### config.mk
export PLATFORM = sky130hd
export DESIGN_NAME = reaction_timer
export DESIGN_NICKNAME = d
export VERILOG_FILES = /design/src/rtl/reaction_timer.sv
export SDC_FILE = /design/constraint.sdc
export NUM_CORES = 1
export LEC_CHECK = 0
export ABC_CLOCK_PERIOD_IN_PS = 3400
export CAP_MARGIN = 20
export CORE_UTILIZATION = 50
export DETAILED_ROUTE_END_ITERATION = 8
export HOLD_SLACK_MARGIN = 0.1
export PLACE_DENSITY = 0.82
export SLEW_MARGIN = 10
export SYNTH_ARGS = -nofsm -noshare
export SYNTH_HDL_FRONTEND = slang
export SYNTH_SLANG_ARGS = --single-unit
### constraint.sdc
create_clock -name clk -period 3.4 [get_ports clk]
set_input_delay 0.68 -clock clk [delete_from_list [all_inputs] [get_ports clk]]
set_output_delay 0.68 -clock clk [all_outputs]
set_load 0.05 [all_outputs]
### src/rtl/reaction_timer.sv
// Reaction-test timing stage.
// Counts milliseconds between the start_timer and stop_timer strobes and
// saturates at MAX_MS. When a result is latched it is converted to four BCD
// digits (one double-dabble shift per cycle) and compared with the session
// best time.
//
// state   | meaning
// --------+----------------------------------------------------------
// IDLE    | waiting for start_timer after reset
// RUN     | prescaler and millisecond count advancing
// CONVERT | result latched, double-dabble conversion in progress
// HOLD    | result, digits and best time stable until the next start
module reaction_timer #(
  parameter int CLKS_PER_MS = 10000,
  parameter int MAX_MS      = 9999
) (
  input  logic        clk,
  input  logic        reset,
  input  logic        start_timer,
  input  logic        stop_timer,
  input  logic        clear_best,
  output logic [13:0] elapsed_time,
  output logic        running,
  output logic        timeout,
  output logic        result_valid,
  output logic        bcd_valid,
  output logic [3:0]  bcd_thousands,
  output logic [3:0]  bcd_hundreds,
  output logic [3:0]  bcd_tens,
  output logic [3:0]  bcd_ones,
  output logic [13:0] best_time,
  output logic        best_valid,
  output logic        new_best
);

  localparam int              PW       = (CLKS_PER_MS > 1) ? $clog2(CLKS_PER_MS) : 1;
  localparam logic [PW-1:0]   PRE_LAST = PW'(CLKS_PER_MS - 1);
  localparam logic [13:0]     MAX_VAL  = 14'(MAX_MS);

  typedef enum logic [1:0] {IDLE, RUN, CONVERT, HOLD} state_t;

  state_t        state;
  logic [PW-1:0] prescaler;
  logic [29:0]   shift_reg;
  logic [3:0]    shift_cnt;
  logic [29:0]   dabble_next;
  logic [13:0]   elapsed_inc;

  // One double-dabble step: correct every BCD nibble >= 5, then shift left.
  function automatic logic [29:0] dabble_step(input logic [29:0] sr);
    logic [29:0] adj;
    adj = sr;
    for (int i = 0; i < 4; i++) begin
      if (adj[14 + 4*i +: 4] >= 4'd5)
        adj[14 + 4*i +: 4] = adj[14 + 4*i +: 4] + 4'd3;
    end
    return {adj[28:0], 1'b0};
  endfunction

  // Next conversion step and next millisecond value, both from registered state.
  always_comb begin
    dabble_next = dabble_step(shift_reg);
    elapsed_inc = elapsed_time + 14'd1;
  end

  // Sequencer, counters, result latch, converter and best-time tracker.
  always_ff @(posedge clk) begin
    if (reset) begin
      state         <= IDLE;
      prescaler     <= '0;
      shift_reg     <= '0;
      shift_cnt     <= '0;
      elapsed_time  <= '0;
      running       <= 1'b0;
      timeout       <= 1'b0;
      result_valid  <= 1'b0;
      bcd_valid     <= 1'b0;
      bcd_thousands <= '0;
      bcd_hundreds  <= '0;
      bcd_tens      <= '0;
      bcd_ones      <= '0;
      best_time     <= '0;
      best_valid    <= 1'b0;
      new_best      <= 1'b0;
    end else begin
      result_valid <= 1'b0;

      // A best-time update further down overrides this clear.
      if (clear_best) begin
        best_time  <= '0;
        best_valid <= 1'b0;
        new_best   <= 1'b0;
      end

      case (state)
        IDLE: begin
          if (start_timer) begin
            state        <= RUN;
            running      <= 1'b1;
            prescaler    <= '0;
            elapsed_time <= '0;
            timeout      <= 1'b0;
            new_best     <= 1'b0;
          end
        end

        RUN: begin
          if (start_timer) begin
            // Restart; start also wins over a coincident stop.
            prescaler    <= '0;
            elapsed_time <= '0;
            timeout      <= 1'b0;
            new_best     <= 1'b0;
          end else if (stop_timer) begin
            // Stop wins over a coincident ms tick: elapsed_time is frozen as is.
            state        <= CONVERT;
            running      <= 1'b0;
            result_valid <= 1'b1;
            shift_reg    <= {16'd0, elapsed_time};
            shift_cnt    <= '0;
            if (!best_valid || (elapsed_time < best_time)) begin
              best_time  <= elapsed_time;
              best_valid <= 1'b1;
              new_best   <= 1'b1;
            end else begin
              new_best   <= 1'b0;
            end
          end else if (prescaler == PRE_LAST) begin
            prescaler <= '0;
            if (elapsed_inc >= MAX_VAL) begin
              // Timeout: saturate and convert, leaving the best record alone.
              elapsed_time <= MAX_VAL;
              timeout      <= 1'b1;
              state        <= CONVERT;
              running      <= 1'b0;
              result_valid <= 1'b1;
              shift_reg    <= {16'd0, MAX_VAL};
              shift_cnt    <= '0;
            end else begin
              elapsed_time <= elapsed_inc;
            end
          end else begin
            prescaler <= prescaler + 1'b1;
          end
        end

        CONVERT: begin
          shift_reg <= dabble_next;
          shift_cnt <= shift_cnt + 4'd1;
          // The 14th shift lands the final digits in the BCD field.
          if (shift_cnt == 4'd13) begin
            bcd_thousands <= dabble_next[29:26];
            bcd_hundreds  <= dabble_next[25:22];
            bcd_tens      <= dabble_next[21:18];
            bcd_ones      <= dabble_next[17:14];
            bcd_valid     <= 1'b1;
            state         <= HOLD;
          end
        end

        HOLD: begin
          if (start_timer) begin
            state        <= RUN;
            running      <= 1'b1;
            bcd_valid    <= 1'b0;
            prescaler    <= '0;
            elapsed_time <= '0;
            timeout      <= 1'b0;
            new_best     <= 1'b0;
          end
        end

        default: state <= IDLE;
      endcase
    end
  end

endmodule

Yosys cells after proc, flatten, opt, wreduce, memory -nomap -nowiden
Index checks and enable logic that the tools add are counted.
{"block": "totals", "reg_bits": 100, "latchBits": 0, "ramBits": 0, "mem_bits_ro": 0, "in_bits": 5, "out_inout_bits": 50, "wordCells": 124, "mem_count": 0}
{"block": "classes", "addsub": 7, "n_mul": 0, "n_div": 0, "magnitude_cmp": 6, "eq_ne": 14, "shifts": 0, "mux": 64, "bitwise": 1, "n_reduce_logical": 16}
{"op": "14-bit 2-to-1 mux", "n": 13}
{"op": "30-bit 2-to-1 mux", "n": 4}
{"op": "30-bit one-hot mux with 2 select lines", "n": 1}
{"op": "14-bit one-hot mux with 2 select lines", "n": 2}
{"op": "14-bit by 1-bit adder with 14-bit output, second input constant", "n": 2}
{"op": "4-bit 2-to-1 mux", "n": 7}
{"op": "1-bit 2-to-1 mux", "n": 24}
{"op": "4-bit by 3-bit greater-or-equal comparator with 1-bit output, second input constant", "n": 4}
{"op": "3-bit inequality test, second input constant", "n": 5}
{"op": "5-bit AND reduction", "n": 3}
{"op": "14-bit equality test, second input constant", "n": 1}
{"op": "14-bit greater-or-equal comparator, second input constant", "n": 1}
{"op": "14-bit less-than comparator", "n": 1}
{"op": "4-bit by 2-bit adder with 4-bit output, second input constant", "n": 3}
{"op": "2-bit 2-to-1 mux", "n": 6}
{"op": "1-bit one-hot mux with 2 select lines", "n": 4}
{"op": "4-bit one-hot mux with 2 select lines", "n": 1}
{"op": "4-bit AND reduction", "n": 2}
{"op": "2-bit inequality test, second input constant", "n": 3}
{"op": "2-bit one-hot mux with 3 select lines", "n": 1}
{"op": "3-bit AND reduction", "n": 2}
{"op": "2-bit nonzero test", "n": 3}
{"op": "4-bit by 1-bit adder with 4-bit output, second input constant", "n": 1}
{"op": "2-bit equality test, second input constant", "n": 2}
{"op": "other kinds (12)", "n": 12}

Depth between registers and ports, before layout
Gate-level depths: netlist of the first run.
{"block": "depth", "depth_word": 7, "ltp_mapped": 11, "depth_no_buf": 9}

Worst setup path before layout of the first run
Ideal clock, no wire load.
{"block": "synth_path", "path_kind": "register to register", "start": "register elapsed_time[0]", "end": "register shift_reg[16]", "setup_time_ps": 117, "arrival_ps": 3242, "required_time_ps": 3283, "setup_slack_ps": 41, "stages_incl_launch_ff": 10, "path_buffers": 2, "synth_period_minus_slack_ps": 3359, "path_cell_list": "dfxtp_1 buf_2 nand4_4 or4_4 o31a_1 or4_4 a21oi_2 nor3_1 clkbuf_1 a22o_1"}
{"block": "synth_via", "elab_chain_cells": 4}
{"item": "from (decl)", "line": "22", "text": "output logic [13:0] elapsed_time,"}
{"item": "from (signal assigned)", "line": "140", "text": "elapsed_time <= elapsed_inc;"}
{"item": "14-bit by 1-bit adder with 14-bit output", "line": "63", "text": "elapsed_inc = elapsed_time + 14'd1;"}
{"item": "14-bit greater-or-equal comparator", "line": "130", "text": "if (elapsed_inc >= MAX_VAL) begin"}
{"item": "3-bit inequality test (no line)"}
{"item": "4-bit AND reduction (no line)"}
{"item": "to (signal assigned)", "line": "119", "text": "shift_reg <= {16'd0, elapsed_time};"}
{"item": "to (signal assigned)", "line": "137", "text": "shift_reg <= {16'd0, MAX_VAL};"}
{"item": "to (signal assigned)", "line": "148", "text": "shift_reg <= dabble_next;"}
{"item": "to (decl)", "line": "44", "text": "logic [29:0] shift_reg;"}
No other way between the ends.
A chain may end at the register's enable or synchronous reset.

Worst setup path after layout of the first run
{"block": "layout_path", "start": "register elapsed_time[1]", "end": "register shift_reg[10]"}
The elaborated chain is that of the path after synthesis.

==> run_summary.xml, run 1 <==
<?xml version="1.0" encoding="UTF-8"?>
<metrics>
  <group name="sta">
    <metric name="drv_slew" unit="">0</metric>
    <metric name="whs" unit="ns">0.468</metric>
    <metric name="fin_setup_tns" unit="ns">0</metric>
    <metric name="worst_slew_margin_rel" unit="">0.345</metric>
    <metric name="fin_crit_sh" unit="">0.947</metric>
    <metric name="setup_viol" unit="">0</metric>
    <metric name="max_freq" unit="MHz">310</metric>
    <metric name="rsz_0062_raised_after_global_routing" unit="">no</metric>
    <metric name="clock_skew" unit="ns">0.0150</metric>
    <metric name="timing_worst_slew_pin_value" unit="ns">0.983</metric>
    <metric name="final-hold-violation-count" unit="">0</metric>
    <metric name="final.min_clock_period" unit="ns">3.22</metric>
  </group>
  <group name="clock_network">
    <metric name="cts_root_buf" unit="">sky130_fd_sc_hd__clkbuf_8</metric>
    <metric name="cts_setup_buffers" unit="">0</metric>
    <metric name="tritoncts.num_buffers" unit="">9</metric>
    <metric name="cts_hold_buffers" unit="">0</metric>
    <metric name="max-clock-path-buffers" unit="">2</metric>
    <metric name="clkLatencyLatePin" unit="ns">0.38</metric>
    <metric name="cts.sink_count" unit="">100</metric>
    <metric name="cts_max_level" unit="">3</metric>
    <metric name="number_of_instances_resized_during_post_cts_repair" unit="">0</metric>
    <metric name="tritoncts" unit="">done</metric>
    <metric name="cts.clk_slew.worst_paths" unit="ns">0.11</metric>
  </group>
  <group name="hold_path">
    <metric name="min_path_type" unit="">reg2reg</metric>
    <metric name="hold_end" unit="">bcd_hundreds[2]</metric>
    <metric name="min-delay-start" unit="">bcd_hundreds[2]</metric>
    <metric name="timing.hold.worst_path_depth" unit="">2</metric>
  </group>
  <group name="cells_and_area">
    <metric name="final_net_count" unit="">752</metric>
    <metric name="num_antenna_cells" unit="">0</metric>
    <metric name="largest_register_ffs" unit="">30</metric>
    <metric name="drive_gt1_frac" unit="">0.102</metric>
    <metric name="area.sequential" unit="µm²">2000</metric>
    <metric name="multiInputGateArea" unit="µm²">3130</metric>
    <metric name="flow.area_growth_from_synthesis" unit="%">17.4</metric>
    <metric name="fillers" unit="">931</metric>
  </group>
  <group name="critical_path">
    <metric name="cp-end-kind" unit="">flop</metric>
    <metric name="path_buf_inv" unit="">1</metric>
    <metric name="critical_path.cell_chain" unit="">nand4_4, or4_4, o31a_1, or4_4, a211o_1, buf_4, a21oi_1, a311oi_1</metric>
    <metric name="worstPathMaxFanout" unit="">25</metric>
    <metric name="cp_slowest_stage_delay" unit="ns">0.58</metric>
    <metric name="timing.critical_path.max_delay_family" unit="">simple AND/OR/NAND/NOR gates</metric>
    <metric name="timing.rr.end" unit="">shift_reg[10]</metric>
    <metric name="worstReg2RegStart" unit="">elapsed_time[1]</metric>
    <metric name="criticalPathCategory" unit="">reg2reg</metric>
    <metric name="startpoint_class_of_the_critical_path" unit="">flop</metric>
    <metric name="cp_common_cell" unit="">sky130_fd_sc_hd__or4_4</metric>
    <metric name="worstPathArrival" unit="ns">3.44</metric>
    <metric name="crit_path_slowest_cell" unit="">sky130_fd_sc_hd__or4_4</metric>
    <metric name="critical_path_required" unit="ns">3.62</metric>
    <metric name="worstRegToRegCells" unit="">8</metric>
    <metric name="reg2reg_slack" unit="ns">0.18</metric>
  </group>
  <group name="route">
    <metric name="drt_iter0_drc" unit="">364</metric>
    <metric name="drt_drc_violations_left" unit="">0</metric>
    <metric name="postRouteAntennaNets" unit="">0</metric>
    <metric name="vias" unit="">5261</metric>
    <metric name="drt-wirelength-per-cell" unit="µm">16.2</metric>
    <metric name="detailedRoute.firstPassIterationCount" unit="">5</metric>
    <metric name="drt_wl_total" unit="mm">13.9</metric>
    <metric name="drt-vias-per-instance" unit="">6.13</metric>
  </group>
  <group name="logic_synthesis">
    <metric name="synth_top_family_by_area" unit="">compound AO/OA/AOI/OAI gates</metric>
    <metric name="synth_area" unit="µm²">5510</metric>
    <metric name="count_leader_synth" unit="">sky130_fd_sc_hd__dfxtp_1</metric>
    <metric name="synthFlopType" unit="">sky130_fd_sc_hd__dfxtp_1</metric>
    <metric name="synth.mux.area_fraction" unit="">0.0154</metric>
    <metric name="synth_top_area_cell" unit="">sky130_fd_sc_hd__dfxtp_1</metric>
    <metric name="synth_warnings" unit="">0</metric>
    <metric name="post_synth.cell_area_avg" unit="µm²">8.28</metric>
    <metric name="count_of_state_elements_after_synthesis" unit="">100</metric>
    <metric name="synth_largest_type_area_fraction" unit="">0.363</metric>
    <metric name="synth_edf_count" unit="">0</metric>
    <metric name="synth-xor-area-share" unit="">0.0286</metric>
    <metric name="synth.distinct_cells" unit="">63</metric>
    <metric name="synthSimpleGateAreaFrac" unit="">0.196</metric>
    <metric name="synth_seq_area_share" unit="">0.363</metric>
    <metric name="top_cells_by_count_synth" unit="">100 x sky130_fd_sc_hd__dfxtp_1, 67 x sky130_fd_sc_hd__nand2_1, 66 x sky130_fd_sc_hd__a21oi_1</metric>
    <metric name="postSynth.asyncResetShare" unit="">0</metric>
    <metric name="postSynthNetCount" unit="">701</metric>
    <metric name="synth-adder-area-share" unit="">0.0681</metric>
    <metric name="syn-instance-count" unit="">666</metric>
    <metric name="share_of_the_synthesized_area_in_compound_gates_ao_oa_aoi_oai" unit="">0.259</metric>
    <metric name="synth.area.top_cells" unit="">sky130_fd_sc_hd__dfxtp_1 36%, sky130_fd_sc_hd__ha_1 6.8%, sky130_fd_sc_hd__a21oi_1 6.0%</metric>
  </group>
  <group name="status">
    <metric name="outcome" unit="">finished, final reports clean</metric>
  </group>
  <group name="power">
    <metric name="power_density" unit="nW/µm²">486</metric>
    <metric name="ir_drop" unit="V">0.000241</metric>
    <metric name="power.static_leakage" unit="nW">2.32</metric>
  </group>
  <group name="floorplanning">
    <metric name="die_w" unit="µm">107</metric>
    <metric name="placementRows" unit="">37</metric>
    <metric name="initial_utilization" unit="">0.525</metric>
    <metric name="core_area" unit="µm²">10500</metric>
    <metric name="io-pin-count" unit="">55</metric>
    <metric name="total_die_area" unit="µm²">11400</metric>
    <metric name="chipHeight" unit="µm">107</metric>
  </group>
  <group name="grt">
    <metric name="grt_antenna_before_repair" unit="">0</metric>
    <metric name="grt_pass1_vias" unit="">4988</metric>
    <metric name="grt.total_usage" unit="">0.252</metric>
    <metric name="grt_max_degree" unit="">43</metric>
    <metric name="gr-total-overflow" unit="">0</metric>
    <metric name="first_pass_grt_wire_length" unit="mm">23.3</metric>
  </group>
  <group name="flow_run">
    <metric name="maxCapViolations" unit="">0</metric>
  </group>
  <group name="placement">
    <metric name="place_hpwl" unit="mm">9.95</metric>
    <metric name="place_congestion" unit="">0.912</metric>
    <metric name="buffer_ports.inserted" unit="">54</metric>
  </group>
</metrics>
[layout make-up]
class                           instances  area share
Clock buffer                            9      0.0191
Clock inverter                          7      0.0124
Inverter                               46      0.0267
Timing Repair Buffer                   88       0.122
Tap cell                              136      0.0263
Sequential cell                       100       0.309
Multi-Input combinational cell        472       0.484
[power by group]
group / internal (mW) / leakage (nW) / switching (mW) / total, mW
Clock: 0.352 / 0.103 / 0.453 / 0.806
Combinational: 0.325 / 1.41 / 0.688 / 1.01
Sequential: 1.26 / 0.807 / 0.0655 / 1.32
[cells by family (layout without fill, tap and decap cells)]
group / count (synthesis) / after routing
buf+inv: 94 / 150
compound gates: 200 / 200
simple gates: 216 / 216
mux: 8 / 8
xor+xnor: 18 / 18
flops: 100 / 100
fa+ha+maj: 30 / 30
[layout by cell type (no fill, tap or decap), types with 16 or more instances in the layout]
| cell type | n |
|---|---|
| sky130_fd_sc_hd__nand4_1 | 16 |
| sky130_fd_sc_hd__nand2_1 | 67 |
| sky130_fd_sc_hd__ha_1 | 30 |
| sky130_fd_sc_hd__dfxtp_1 | 100 |
| sky130_fd_sc_hd__nor3_1 | 22 |
| sky130_fd_sc_hd__inv_1 | 46 |
| sky130_fd_sc_hd__clkdlybuf4s50_1 | 53 |
| sky130_fd_sc_hd__a311oi_1 | 20 |
| sky130_fd_sc_hd__buf_4 | 34 |
| sky130_fd_sc_hd__nor2_1 | 40 |
| sky130_fd_sc_hd__a21oi_1 | 66 |
| sky130_fd_sc_hd__nand3_1 | 24 |
[metrics by stage]
stage	utilization	worst slack [ns]	instances	cell area [µm²]	power, mW
after global routing	0.616	0.0412	858	6470	3.30
after detailed placement	0.596	0.211	842	6270	2.34
final	0.616	0.179	858	6470	3.14
after CTS	0.616	0.187	858	6470	3.13
after floorplan	-	0.0410	666	5510	2.05
after global placement	0.596	0.290	842	6270	2.30
[layer usage]
| layer | GRT usage | wire length (µm) |
|---|---|---|
| met5 | 0 | 0 |
| met4 | 0.0920 | 311 |
| met3 | 0.0492 | 845 |
| met2 | 0.430 | 6730 |
| met1 | 0.314 | 6060 |
[how the worst max path moves through the flow]
stage / to / cells after the start / startpoint / slack, ns
6_report: shift_reg[10] / 8 / elapsed_time[1] / 0.18
2_1_floorplan: shift_reg[16] / 9 / elapsed_time[0] / 0.04
5_1_grt: shift_reg[15] / 7 / elapsed_time[1] / 0.04
3_5_place_dp: shift_reg[10] / 8 / elapsed_time[1] / 0.21
3_3_place_gp: shift_reg[10] / 8 / elapsed_time[1] / 0.29
4_1_cts: shift_reg[10] / 8 / elapsed_time[1] / 0.19
[worst reg2reg max path, cell delays in order (launching register included)]
cell                       delay (ns)
sky130_fd_sc_hd__dfxtp_1         0.48
sky130_fd_sc_hd__nand4_4         0.17
sky130_fd_sc_hd__or4_4           0.53
sky130_fd_sc_hd__o31a_1          0.33
sky130_fd_sc_hd__or4_4           0.58
sky130_fd_sc_hd__a211o_1         0.45
sky130_fd_sc_hd__buf_4           0.30
sky130_fd_sc_hd__a21oi_1         0.17
sky130_fd_sc_hd__a311oi_1        0.08
Power figures use the tool's default switching activity.
==> run 2, diff against run 1 <==
--- a/config.mk
+++ b/config.mk
@@ -7,6 +7,7 @@
 export LEC_CHECK = 0
 export ABC_CLOCK_PERIOD_IN_PS = 3400
 export CAP_MARGIN = 20
+export CORE_MARGIN = 3
 export CORE_UTILIZATION = 50
 export DETAILED_ROUTE_END_ITERATION = 8
 export HOLD_SLACK_MARGIN = 0.1
@@ -15,3 +16,4 @@
 export SYNTH_ARGS = -nofsm -noshare
 export SYNTH_HDL_FRONTEND = slang
 export SYNTH_SLANG_ARGS = --single-unit
+export TNS_END_PERCENT = 5
==> run_summary.xml, run 2 (synthesized netlist as in run 1, its figures left out) <==
<?xml version="1.0" encoding="UTF-8"?>
<metrics>
  <group name="status">
    <metric name="outcome" unit="">finished, final reports clean</metric>
  </group>
  <group name="sta">
    <metric name="drv_slew" unit="">0</metric>
    <metric name="final.min_clock_period" unit="ns">3.22</metric>
    <metric name="fin_crit_sh" unit="">0.947</metric>
    <metric name="rsz_0062_raised_after_global_routing" unit="">no</metric>
    <metric name="max_freq" unit="MHz">310</metric>
    <metric name="clock_skew" unit="ns">0.0121</metric>
    <metric name="setup_viol" unit="">0</metric>
    <metric name="fin_setup_tns" unit="ns">0</metric>
    <metric name="timing_worst_slew_pin_value" unit="ns">0.909</metric>
    <metric name="final-hold-violation-count" unit="">0</metric>
    <metric name="worst_slew_margin_rel" unit="">0.394</metric>
  </group>
  <group name="route">
    <metric name="postRouteAntennaNets" unit="">0</metric>
    <metric name="detailedRoute.firstPassIterationCount" unit="">5</metric>
    <metric name="drt_drc_violations_left" unit="">0</metric>
    <metric name="drt_wl_total" unit="mm">14.4</metric>
    <metric name="vias" unit="">5259</metric>
    <metric name="drt_iter0_drc" unit="">317</metric>
    <metric name="drt-wirelength-per-cell" unit="µm">16.8</metric>
    <metric name="drt-vias-per-instance" unit="">6.14</metric>
  </group>
  <group name="cells_and_area">
    <metric name="most_common_cell_after_layout_fill_and_taps_aside" unit="">sky130_fd_sc_hd__dfxtp_1</metric>
    <metric name="final_cell_count_no_fill" unit="">857</metric>
    <metric name="num_antenna_cells" unit="">0</metric>
    <metric name="final_core_utilization" unit="">0.613</metric>
    <metric name="final_cell_mix" unit="">99 x sky130_fd_sc_hd__dfxtp_1, 67 x sky130_fd_sc_hd__nand2_1, 66 x sky130_fd_sc_hd__a21oi_1</metric>
    <metric name="final_net_count" unit="">751</metric>
    <metric name="largest_register_ffs" unit="">30</metric>
    <metric name="drive_gt1_frac" unit="">0.0999</metric>
    <metric name="flow.area_growth_from_synthesis" unit="%">16.9</metric>
  </group>
  <group name="floorplanning">
    <metric name="chipHeight" unit="µm">111</metric>
    <metric name="initial_utilization" unit="">0.525</metric>
    <metric name="total_die_area" unit="µm²">12300</metric>
    <metric name="die_w" unit="µm">111</metric>
    <metric name="placementRows" unit="">37</metric>
    <metric name="io-pin-count" unit="">55</metric>
    <metric name="core_area" unit="µm²">10500</metric>
  </group>
  <group name="critical_path">
    <metric name="worstRegToRegCells" unit="">8</metric>
    <metric name="critical_path_required" unit="ns">3.62</metric>
    <metric name="worstSetupEndpoint" unit="">shift_reg[4]</metric>
    <metric name="worstReg2RegStart" unit="">elapsed_time[0]</metric>
    <metric name="cp-end-kind" unit="">flop</metric>
    <metric name="reg2reg_slack" unit="ns">0.18</metric>
    <metric name="worstPathArrival" unit="ns">3.45</metric>
    <metric name="crit_path_start" unit="">elapsed_time[0]</metric>
    <metric name="criticalPathCategory" unit="">reg2reg</metric>
    <metric name="timing.rr.end" unit="">shift_reg[4]</metric>
    <metric name="startpoint_class_of_the_critical_path" unit="">flop</metric>
    <metric name="worstPathMaxFanout" unit="">31</metric>
  </group>
  <group name="grt">
    <metric name="grt_antenna_before_repair" unit="">0</metric>
    <metric name="gr-total-overflow" unit="">0</metric>
    <metric name="grt_max_degree" unit="">44</metric>
    <metric name="first_pass_grt_wire_length" unit="mm">24.3</metric>
    <metric name="grt_pass1_vias" unit="">5091</metric>
    <metric name="grt.total_usage" unit="">0.234</metric>
  </group>
  <group name="power">
    <metric name="design_power_total" unit="mW">3.05</metric>
    <metric name="ir_drop" unit="V">0.000267</metric>
    <metric name="power.static_leakage" unit="nW">2.31</metric>
    <metric name="power_density" unit="nW/µm²">474</metric>
  </group>
  <group name="placement">
    <metric name="dp.cells" unit="">841</metric>
    <metric name="place_hpwl" unit="mm">10.3</metric>
    <metric name="place_congestion" unit="">0.932</metric>
    <metric name="buffer_ports.inserted" unit="">54</metric>
  </group>
  <group name="clock_network">
    <metric name="cts.clk_slew.worst_paths" unit="ns">0.10</metric>
    <metric name="cts_max_level" unit="">3</metric>
    <metric name="cts_setup_buffers" unit="">0</metric>
    <metric name="cts_hold_buffers" unit="">0</metric>
    <metric name="clkLatencyLatePin" unit="ns">0.39</metric>
    <metric name="max-clock-path-buffers" unit="">2</metric>
    <metric name="cts_root_buf" unit="">sky130_fd_sc_hd__clkbuf_8</metric>
    <metric name="tritoncts" unit="">done</metric>
    <metric name="tritoncts.num_buffers" unit="">9</metric>
    <metric name="cts.sink_count" unit="">100</metric>
  </group>
  <group name="hold_path">
    <metric name="min_path_type" unit="">reg2reg</metric>
    <metric name="min-delay-start" unit="">bcd_ones[2]</metric>
  </group>
  <group name="flow_run">
    <metric name="maxCapViolations" unit="">0</metric>
  </group>
</metrics>
## run 2: worst min-delay path by stage
stage                            end  slack [ns]  cells past startpoint
floorplan                bcd_ones[0]        0.44                      2
global placement     bcd_hundreds[2]        0.44                      2
detailed placement       bcd_ones[1]        0.45                      2
CTS                      bcd_ones[1]        0.47                      2
global route        bcd_thousands[1]        0.50                      2
finish                   bcd_ones[2]        0.47                      2
## run 2: final cells by class
cell class              instances  area (µm²)
clock buffers                  11         131
clock inverters                 5        42.5
fillers                       944        4060
inverters                      46         173
multi-input cells             472        3130
flip-flops and latches        100        2000
well taps                     136         170
repair buffers                 87         796
## run 2: report_power, final
group	switching, mW	total, mW	internal (mW)
clock	0.438	0.714	0.276
sequential	0.0698	1.33	1.26
combinational	0.681	1.01	0.331
total	1.19	3.05	1.86
## run 2: critical path, stage by stage, from the launching register on
cell                       delay [ns]
sky130_fd_sc_hd__dfxtp_1         0.52
sky130_fd_sc_hd__nand4_4         0.18
sky130_fd_sc_hd__or4_4           0.53
sky130_fd_sc_hd__o31a_1          0.33
sky130_fd_sc_hd__or4_4           0.58
sky130_fd_sc_hd__a211o_1         0.39
sky130_fd_sc_hd__buf_4           0.27
sky130_fd_sc_hd__a21oi_1         0.19
sky130_fd_sc_hd__a311oi_1        0.08
## run 2: stage by stage
step	area, µm²	setup slack, ns	hold WS [ns]
6_report	6450	0.179	0.473
5_1_grt	6450	0.0464	0.499
4_1_cts	6440	0.157	0.473
3_5_place_dp	6270	0.169	0.451
3_3_place_gp	6270	0.269	0.444
2_1_floorplan	5510	0.0410	0.445
## run 2: per-layer routing
layer,part of all wire,global-route usage,wire length (µm)
met3,0.051,0.0273,739
met4,0.018,0.0903,263
met5,0,0,0
met2,0.49,0.409,7090
met1,0.44,0.295,6340
## run 2: what timing repair did
action,CTS,global route
gates resized for setup,0,1
endpoints found under the setup margin,0,1
hold endpoints to repair,0,0
==> variant: new RTL, config.mk and constraints of run 2 <==
Reset style: asynchronous (`reset`), changed in one clocked block.
--- a/src/rtl/reaction_timer.sv
+++ b/src/rtl/reaction_timer.sv
@@ -66,3 +66,3 @@
   // Sequencer, counters, result latch, converter and best-time tracker.
-  always_ff @(posedge clk) begin
+  always_ff @(posedge clk or posedge reset) begin
     if (reset) begin
Behaviour: differs if reset is asserted again (counterexample within 4 cycles, from zero or initial values and one cycle with reset high); with reset held inactive, the same outputs for 10 cycles.
==> variant against run 2 <==
Routed wire length decreased by 5.5%. Area after synthesis rose by 5.0%. Cell area increased by 5.9%. Sequential cell count stayed put. Clock skew is 3.2 ps lower. Via count down 8.7%. First-iteration DRC count up 5.4%. Setup slack worse by 7.7 ps.
Power is not compared: it rests on default switching activity, and its combinational part moved more than twofold at a synthesized area within 25%.
==> variant: results (changes against run 2) <==
Final layout
  • Number of flip-flops under the largest register name: 30 (unchanged)
  • Finished Layout Cells: 815 (was 857)
  • Fillers: 931 (was 944)
  • Layout net count: 708 (was 751)
  • Share of cells above drive strength 1: 0.111 (was 0.0999)
  • Diode count: 0 (unchanged)

Place
  • Placed cell area: 0.00652 sq mm (was 0.00627 sq mm)
  • Pre-CTS setup slack: 204 ps (was 169 ps)
  • RD Place Congestion: 0.910 (was 0.932)
  • DP HPWL: 9700 microns (was 10300 microns)
  • Cells after DPL: 802 (was 841)

Yosys
  • Cells after synthesis: 619 (was 666)
  • Post-synthesis mux area share: 0.0597 (was 0.0154)
  • Post-synthesis compound-gate area fraction: 0.197 (was 0.259)
  • Synth top area cells: dfrtp_1 43%, ha_1 6.5%, nand2_1 5.2%, o21ai_0 4.7%, mux2_2 3.5% (was dfxtp_1 36%, ha_1 6.8%, a21oi_1 6.0%, nand2_1 4.6%, a311oi_1 3.2%)
  • Seq/Total Area, Yosys: 0.432 (was 0.363)
  • Synth top cells by count: 100 x dfrtp_1, 80 x nand2_1, 54 x o21ai_0 (was 100 x dfxtp_1, 67 x nand2_1, 66 x a21oi_1)
  • Net Count, Synth: 654 (was 701)
  • Asr flop ratio synth: 1.00 (was 0)

Routing
  • Post-detailed-routing wire length: 13600 microns (was 14400 microns)
  • Via count: 4800 (was 5259)
  • Initial DRC count: 334 (was 317)

Setup path
  • Worst setup path end: shift_cnt[1]$_DFFE_PP0P_ (was shift_reg[4]$_SDFFE_PP0P_)
  • Crit path max fanout: 14 (was 31)
  • CP Launch Point: elapsed_time[0]$_DFFE_PP0P_ (was elapsed_time[0]$_SDFFE_PP0P_)
  • R2R cell count: 9 (was 8)

Timing
  • Clock skew: 8.91 ps (was 12.1 ps)
  • Hold WS: 480 ps (was 473 ps)
  • Slew @ Worst Pin: 604 ps (was 909 ps)
  • Final min period: 3230 ps (was 3220 ps)

Global route
  • Largest net degree at the start of global routing: 60 (was 44)
  • First-pass GRT wire length: 23400 microns (was 24300 microns)
  • Vias in the first global route: 4715 (was 5091)
  • Total Routing Usage GR: 0.224 (was 0.234)

CTS
  • Clock transition at path regs: 70 ps (was 100 ps)
  • CTS root buf: clkbuf_16 (was clkbuf_8)

Worst hold path
  • Worst Hold Endpoint: bcd_thousands[3]$_DFFE_PP0P_ (was bcd_ones[2]$_SDFFE_PP0P_)

Run status
  • Status: finished, final reports clean (unchanged)
variant: changes by cell type after synthesis, moves of 11 or more:
| cell | run 2 | this run |
|---|---|---|
| a21oi_1 | 66 | 32 |
| inv_1 | 46 | 35 |
| clkbuf_1 | 33 | 15 |
| dfrtp_1 | 0 | 100 |
| o21ai_0 | 14 | 54 |
| mux2_2 | 4 | 18 |
| dfxtp_1 | 100 | 0 |
| o41ai_1 | 13 | 0 |
| nor3_1 | 23 | 6 |
| a311oi_1 | 20 | 0 |
| nand2_1 | 67 | 80 |
| a22o_1 | 13 | 1 |
variant: critical path: stages (launching register included):
cell and delay [ps]:
dfrtp_1 470, ha_1 430, nand3_1 220, a2111oi_0 490
a211o_1 180, o311ai_2 210, a41oi_1 440, nand2b_1 380
buf_12 200, o22ai_2 80
variant: kinds of logic after synthesis:
logic type      after synthesis
compound gates              167
flops                       100
fa+ha+maj                    30
xor+xnor                     15
buf+inv                      66
mux                          31
simple gates                210
variant: final cells by class:
cell class | count | share of cell area
multi-input cells | 453 | 0.439
repair buffers | 74 | 0.105
well taps | 140 | 0.0257
flip-flops and latches | 100 | 0.367
inverters | 35 | 0.0196
clock inverters | 4 | 0.0114
clock buffers | 9 | 0.0330
variant: per-layer routing:
layer	global-route usage	wire [microns]	vias to the layer above	part of all wire
met1	0.317	6160	2326	0.45
met3	0.0541	808	22	0.059
li1	-	-	2297	-
met5	0	0	-	0
met2	0.346	6440	155	0.47
met4	0.0617	220	0	0.016
variant: power by group:
group	switching, uW	internal [uW]
Sequential	216	1470
Clock	453	635
Combinational	1440	890
Total	2110	3000
